### src/rtl/opp_seq_ctrl.sv
// Opposite-matrix sequencer: reads ROWS 40-bit rows, negates each int8 lane, writes them back.
// Optional build macro OPP_SAT_EN saturates a -128 lane to +127 instead of wrapping.
module opp_seq_ctrl #(
  parameter int unsigned ROWS   = 5,
  parameter int unsigned ADDR_W = 8
) (
  input  logic              clk,
  input  logic              rst,
  input  logic              start,
  input  logic [ADDR_W-1:0] src_base,
  input  logic [ADDR_W-1:0] dst_base,
  output logic              rd_en,
  output logic [ADDR_W-1:0] rd_addr,
  input  logic [39:0]       rd_data,
  output logic              wr_en,
  output logic [ADDR_W-1:0] wr_addr,
  output logic [39:0]       wr_data,
  output logic              busy,
  output logic              done,
  output logic              ovf
);

  localparam int unsigned LANES  = 5;
  localparam int unsigned LANE_W = 8;
  localparam int unsigned ROW_W  = LANES * LANE_W;
  localparam int unsigned CNT_W  = 8;

  typedef enum logic [2:0] {IDLE, READ, WAIT, WRITE, DONE} state_t;

  state_t              state_q, state_d;
  logic [CNT_W-1:0]    row_q, row_d;
  logic [ADDR_W-1:0]   src_q, src_d;
  logic [ADDR_W-1:0]   dst_q, dst_d;
  logic [ROW_W-1:0]    buf_q, buf_d;
  logic                ovf_d;
  logic                rd_en_d, wr_en_d, busy_d, done_d;
  logic [ADDR_W-1:0]   rd_addr_d, wr_addr_d;
  logic [ROW_W-1:0]    wr_data_d;

  // Per-lane two's-complement negation; lanes never carry into each other.
  function automatic logic [ROW_W-1:0] neg_row(input logic [ROW_W-1:0] x);
    logic [ROW_W-1:0]  r;
    logic [LANE_W-1:0] lane;
    r = '0;
    for (int i = 0; i < LANES; i++) begin
      lane = x[i*LANE_W +: LANE_W];
`ifdef OPP_SAT_EN
      if (lane == 8'h80) r[i*LANE_W +: LANE_W] = 8'h7F;
      else               r[i*LANE_W +: LANE_W] = (~lane) + 8'd1;
`else
      r[i*LANE_W +: LANE_W] = (~lane) + 8'd1;
`endif
    end
    return r;
  endfunction

  function automatic logic has_min(input logic [ROW_W-1:0] x);
    logic hit;
    hit = 1'b0;
    for (int i = 0; i < LANES; i++) begin
      if (x[i*LANE_W +: LANE_W] == 8'h80) hit = 1'b1;
    end
    return hit;
  endfunction

  always_ff @(posedge clk) begin
    if (rst) begin
      state_q <= IDLE;
      row_q   <= '0;
      src_q   <= '0;
      dst_q   <= '0;
      buf_q   <= '0;
      ovf     <= 1'b0;
      rd_en   <= 1'b0;
      rd_addr <= '0;
      wr_en   <= 1'b0;
      wr_addr <= '0;
      wr_data <= '0;
      busy    <= 1'b0;
      done    <= 1'b0;
    end else begin
      state_q <= state_d;
      row_q   <= row_d;
      src_q   <= src_d;
      dst_q   <= dst_d;
      buf_q   <= buf_d;
      ovf     <= ovf_d;
      rd_en   <= rd_en_d;
      rd_addr <= rd_addr_d;
      wr_en   <= wr_en_d;
      wr_addr <= wr_addr_d;
      wr_data <= wr_data_d;
      busy    <= busy_d;
      done    <= done_d;
    end
  end

  // Next state, then outputs decoded from the next state so registered strobes line up with it.
  always_comb begin
    state_d   = state_q;
    row_d     = row_q;
    src_d     = src_q;
    dst_d     = dst_q;
    buf_d     = buf_q;
    ovf_d     = ovf;
    rd_en_d   = 1'b0;
    rd_addr_d = '0;
    wr_en_d   = 1'b0;
    wr_addr_d = '0;
    wr_data_d = '0;
    busy_d    = 1'b0;
    done_d    = 1'b0;

    case (state_q)
      IDLE: begin
        if (start) begin
          src_d   = src_base;
          dst_d   = dst_base;
          row_d   = '0;
          ovf_d   = 1'b0;
          state_d = READ;
        end
      end
      READ:  state_d = WAIT;
      WAIT: begin
        buf_d   = rd_data;
        state_d = WRITE;
      end
      WRITE: begin
        if (has_min(buf_q)) ovf_d = 1'b1;
        if (row_q == CNT_W'(ROWS - 1)) begin
          state_d = DONE;
        end else begin
          row_d   = row_q + CNT_W'(1);
          state_d = READ;
        end
      end
      DONE:    state_d = IDLE;
      default: state_d = IDLE;
    endcase

    if (state_d == READ) begin
      rd_en_d   = 1'b1;
      rd_addr_d = src_d + ADDR_W'(row_d);
    end
    if (state_d == WRITE) begin
      wr_en_d   = 1'b1;
      wr_addr_d = dst_d + ADDR_W'(row_d);
      wr_data_d = neg_row(buf_d);
    end
    busy_d = (state_d == READ) || (state_d == WAIT) || (state_d == WRITE);
    done_d = (state_d == DONE);
  end

endmodule

### config.mk
export PLATFORM = sky130hd
export DESIGN_NAME = opp_seq_ctrl
export DESIGN_NICKNAME = d
export VERILOG_FILES = /design/src/rtl/opp_seq_ctrl.sv
export SDC_FILE = /design/constraint.sdc
export NUM_CORES = 1
export LEC_CHECK = 0
export ABC_AREA = 1
export CORE_ASPECT_RATIO = 1.4
export CORE_MARGIN = 2
export CORE_UTILIZATION = 35
export CTS_CLUSTER_SIZE = 12
export DETAILED_ROUTE_END_ITERATION = 10
export SYNTH_ARGS = -nofsm -noshare
export SYNTH_HDL_FRONTEND = slang
export SYNTH_SLANG_ARGS = --single-unit
### constraint.sdc
create_clock -name clk -period 5.6 [get_ports clk]
set_input_delay 0.84 -clock clk [delete_from_list [all_inputs] [get_ports clk]]
set_output_delay 0.84 -clock clk [all_outputs]
set_load 0.02 [all_outputs]
* After elaboration in Yosys (flattened, before gate mapping)
Cells that the tools add are included.
Operators by class: add/sub/neg operators 8, equal/unequal tests 15, bitwise operators 7, muxes and demuxes 22, reduce and logical (&&, ||, !) cells 7
Operator list (count):
- adder 8 x 1 -> 8 bit (second input constant) | 6
- two-way mux 8 bit | 6
- equality test 8 bit (second input constant) | 5
- two-way mux 40 bit | 1
- inverter 8 bit | 5
- adder 8 bit | 2
- case mux 8 bit (2 select lines) | 1
- equality test 3 x 2 -> 1 bit (second input constant) | 4
- case mux 3 bit (4 select lines) | 1
- two-way mux 1 bit | 10
- equality test 8 x 3 -> 1 bit (second input constant) | 1
- equality test 3 x 1 -> 1 bit (second input constant) | 2
- two-way mux 3 bit | 2
- inequality test 2 bit (second input constant) | 2
- OR reduction 2 bit | 2
- equality test 3 bit (second input constant) | 1
- logical NOT 3 bit | 1
- AND reduction 3 bit | 1
- logical OR 1 bit | 2
- inverter 1 bit | 2
- case mux 1 bit (2 select lines) | 1
- nonzero test 2 bit | 1
Storage, ports and cells: flip-flop bits (word level) 128, bits of input ports 59, output and inout port bits 61, logic and storage cells 72

* Logic depth before layout (Yosys ltp)
depth after elaboration 9, mapped depth 19, gate-level depth less buffers 19

* Least setup slack after synthesis
OpenSTA, ideal clock, no wires.
path kind input to register, from in start, to reg wr_addr[4], path buffers 2, arrival time 2.596 ns, setup slack 2.934 ns, stages on the path 15, setup time 0.070 ns, data required time 5.530 ns, path through inv_1 nor2_1 nand2_2 buf_6 buf_2 o21ai_0 inv_1 ha_1 inv_1 fa_1 inv_1 nand3_1 a31oi_1 o21ai_0 a21oi_1
On the way: elaborated cells between the ends (all ways) 10, those cells by class add/sub (1); eq/ne (1); mux (6); bitwise (1); reduce/logical (1)
RTL lines:
- start: declaration | RTL line 9 | input logic start,
- two-way mux 8 bit | RTL line 116 | if (start) begin
- two-way mux 8 bit | RTL line 114 | case (state_q)
- named net dst_d[0] | RTL line 33 | logic [ADDR_W-1:0] dst_q, dst_d;
- adder 8 bit | RTL line 148 | wr_addr_d = dst_d + ADDR_W'(row_d);
- end signal: assignment | RTL line 91 | wr_addr <= wr_addr_d;
- end: declaration | RTL line 16 | output logic [ADDR_W-1:0] wr_addr,
The timed path passes the listed nets, and every way through them passes these cells. A chain may end at the register's enable or synchronous reset.

* Worst setup path in the final report
Same ends and word-level chain as after synthesis.

==> results.md <==
- Status: finished, violations left
- Violated checks: design-rule violations
- Vias in the first global route: between 4000 and 5000
- Register area share after synthesis: 0.4389
- Worst Setup Start Kind: input port
- P&R area growth vs syn: 32.21%
- CP max FO: 28
- Design Power: 2710 uW
- Rel. slew slack: 0.4738
- ANT cells: 0
- Fillers: around 1600
- FF-to-FF Start: state_q[2]
- Post-Layout Cell Count: ~1100
- Hold_buf cts: 0
- Reg2Reg Setup Slack: about 2700 ps
- DR iter-0 viols: roughly 130
- Post-CTS sizing: 0
- CP Data Required Time: 5940 ps
- Vias: between 5000 and 6000
- Post-route ant nets: 0
- Final HPWL DP: ~11000 um
- Syn Inst Count: 750
- Clk slew on worst S/H paths: about 60 ps
- GPL Wtd Cong: 0.8327
- First-pass GRT wire length: ~23000 um
- Peak supply drop: 161.1 uV
- Pre-Repair DR Iteration Count: 10
- CTS Sinks: approximately 130
- Dominant cells by area after synthesis: dfxtp_1 44%, nor2_1 7.1%, nand2_1 6.6%, inv_1 5.9%, a21oi_1 3.6%
- DRC: 4
- # nets final: between 900 and 1000
- DR WL/cell: ~13 um
- Max Slew Vio Count: 0
- Root Buffer: clkbuf_16
- Final wirelength: around 14000 um
- Post-synth top area share: 0.4389
- Worst r2r path cells: 14
- Drt via density: 4.666
- Rows: 55
- Placed instance count: roughly 1000
- HP Class: flip-flop to flip-flop
- CP Data Arrival Time: approximately 3700 ps
- Grt ovf: 0
- Final setup fails: 0
- Final Core Density: 0.4753
- DIE AREA: ~18000 sq um
- Die H: between 150 and 200 um
- Num ports: 120
- Hold path depth: 2
- Flops & latches, synth: between 100 and 150
- Largest net degree at the start of global routing: 71
- Worst slew pin tran: a little under 800 ps
- Final period util: 0.5992
- CTS tree: yes
- Final worst setup slack: approximately 2200 ps
- IO buf count: ~120
- Core area: between 15000 and 20000 sq um
- Postcts setup bufs: 0
- Crit path time final: ~3400 ps
- Clock Path Buffers: 2
- WS Path Type: input port to flip-flop
- Synth warnings: 0
- Fmax: slightly below 300 MHz
- Unrepaired setup endpoints after global routing: false
- Post-Syn Area: around 5800 sq um
- Share of cells above drive strength 1: 0.1429
- Final setup skew: 10.47 ps
- Hold endpoint: src_q[7]
- H-Tree Depth: 4
- Post-synth top area cell: dfxtp_1
- Hold_sp: src_q[7]
- Total CTS buffers: 17
- Leakage: 0.003480 uW
- Number of antenna violations at the first check in global routing: 0
- Synth unique cells: 47
- Setup TNS: 0 ps
- PwrDens: roughly 350 nW/um^2
- Placement Setup Slack: 1833 ps
- Post-Syn Nets: ~830
- Initial Utilization: 0.3595
- Commonest non-fill, non-tap cell in the layout: dfxtp_1
- Syn_area_per_cell: around 7.8 sq um
- Total track usage: 0.1648
- Final Hold Fails: 0
- Skew-Pair Late Insertion Delay: approximately 410 ps
- Nature of the critical path endpoint: flip-flop
- Chip Width: 113.2 um
- Critical R2R Capture: wr_addr[4]
- Max-cap violations: 0
- Commonest non-fill, non-tap cells in the layout: 128 x dfxtp_1, 118 x clkdlybuf4s50_1, 111 x nor2_1
## per-layer routing
metal | GRT usage | wire (um) | up-vias
li1 | - | - | 2642
met1 | 0.1692 | 5689 | 2267
met2 | 0.3082 | 7548 | 119
met3 | 0.05538 | 809 | 16
met4 | 0.05923 | 216 | 0
met5 | 0 | 0 | -
## where the power goes
| group | total, uW | switching, uW | internal, uW |
|---|---|---|---|
| clock network | 1040 | 411 | 632 |
| logic | 652 | 387 | 265 |
| registers | 1010 | 28.9 | 985 |
| total | 2710 | 827 | 1880 |
## worst max-delay path, stage by stage
cell and delay, ps:
clkdlybuf4s50_1 450, inv_1 30, nor2_1 100, nand2_2 330
inv_1 360, or2_2 170, o21ai_0 110, inv_1 110
ha_1 160, inv_1 50, fa_1 370, inv_1 90
nand3_1 90, a31oi_1 180, o21ai_0 100, a21oi_1 130
## per-stage QoR
stage / area, sq um / hold WS (ps)
5_1_grt: 7719 / 568.3
3_3_place_gp: 7151 / 503.9
6_report: 7719 / 516.2
2_1_floorplan: 5838 / 478.5
4_1_cts: 7719 / 528.3
3_5_place_dp: 7151 / 515.8
## cells by family after synthesis
| logic type | Yosys count | share of synthesized area |
|---|---|---|
| muxes | 6 | 0.01500 |
| and+or+nand+nor | 340 | 0.2784 |
| adders and majority gates | 16 | 0.03558 |
| xor gates and xnor gates | 6 | 0.009003 |
| DFF | 128 | 0.4389 |
| buffers and inverters | 124 | 0.09044 |
| AOI/OAI and AO/OA | 130 | 0.1327 |
## worst max path at each step
stage | start | to | cells after the start
6_report | start | wr_addr[4] | 16
3_3_place_gp | start | wr_addr[4] | 16
4_1_cts | start | wr_addr[4] | 16
5_1_grt | start | wr_addr[4] | 16
3_5_place_dp | start | wr_addr[4] | 16
2_1_floorplan | start | wr_addr[4] | 15
## synth_stat cells (all sizes together)
cell,number
nand2,117
o21bai,2
nor2,122
nand3,36
and2,1
dfxtp,128
buf,13
and3,2
fa,1
a21oi,43
o21ai,72
o21a,8
clkbuf,9
or2,37
nand3b,2
mux2i,6
a21boi,1
ha,15
a22oi,1
nor4,11
inv,102
nor2b,1
nand4,6
xnor2,3
xor2,3
nor3,5
a31oi,3
## area by class of cell
class | instances | area, sq um | share of cell area
Clock buffer | 19 | 452.9 | 0.05868
Clock inverter | 13 | 115.1 | 0.01491
Inverter | 102 | 382.9 | 0.04960
Multi-Input combinational cell | 498 | 2748 | 0.3560
Sequential cell | 128 | 2562 | 0.3320
Tap cell | 199 | 249.0 | 0.03226
Timing Repair Buffer | 122 | 1209 | 0.1566
## state kept, by name (all words and copies together) (netlist names), 3 cells and up
name     count
buf_q       40
dst_q        8
rd_addr      8
row_q        8
src_q        8
state_q      3
wr_addr      8
wr_data     40
No activity file was read; power rests on OpenSTA's default activity.
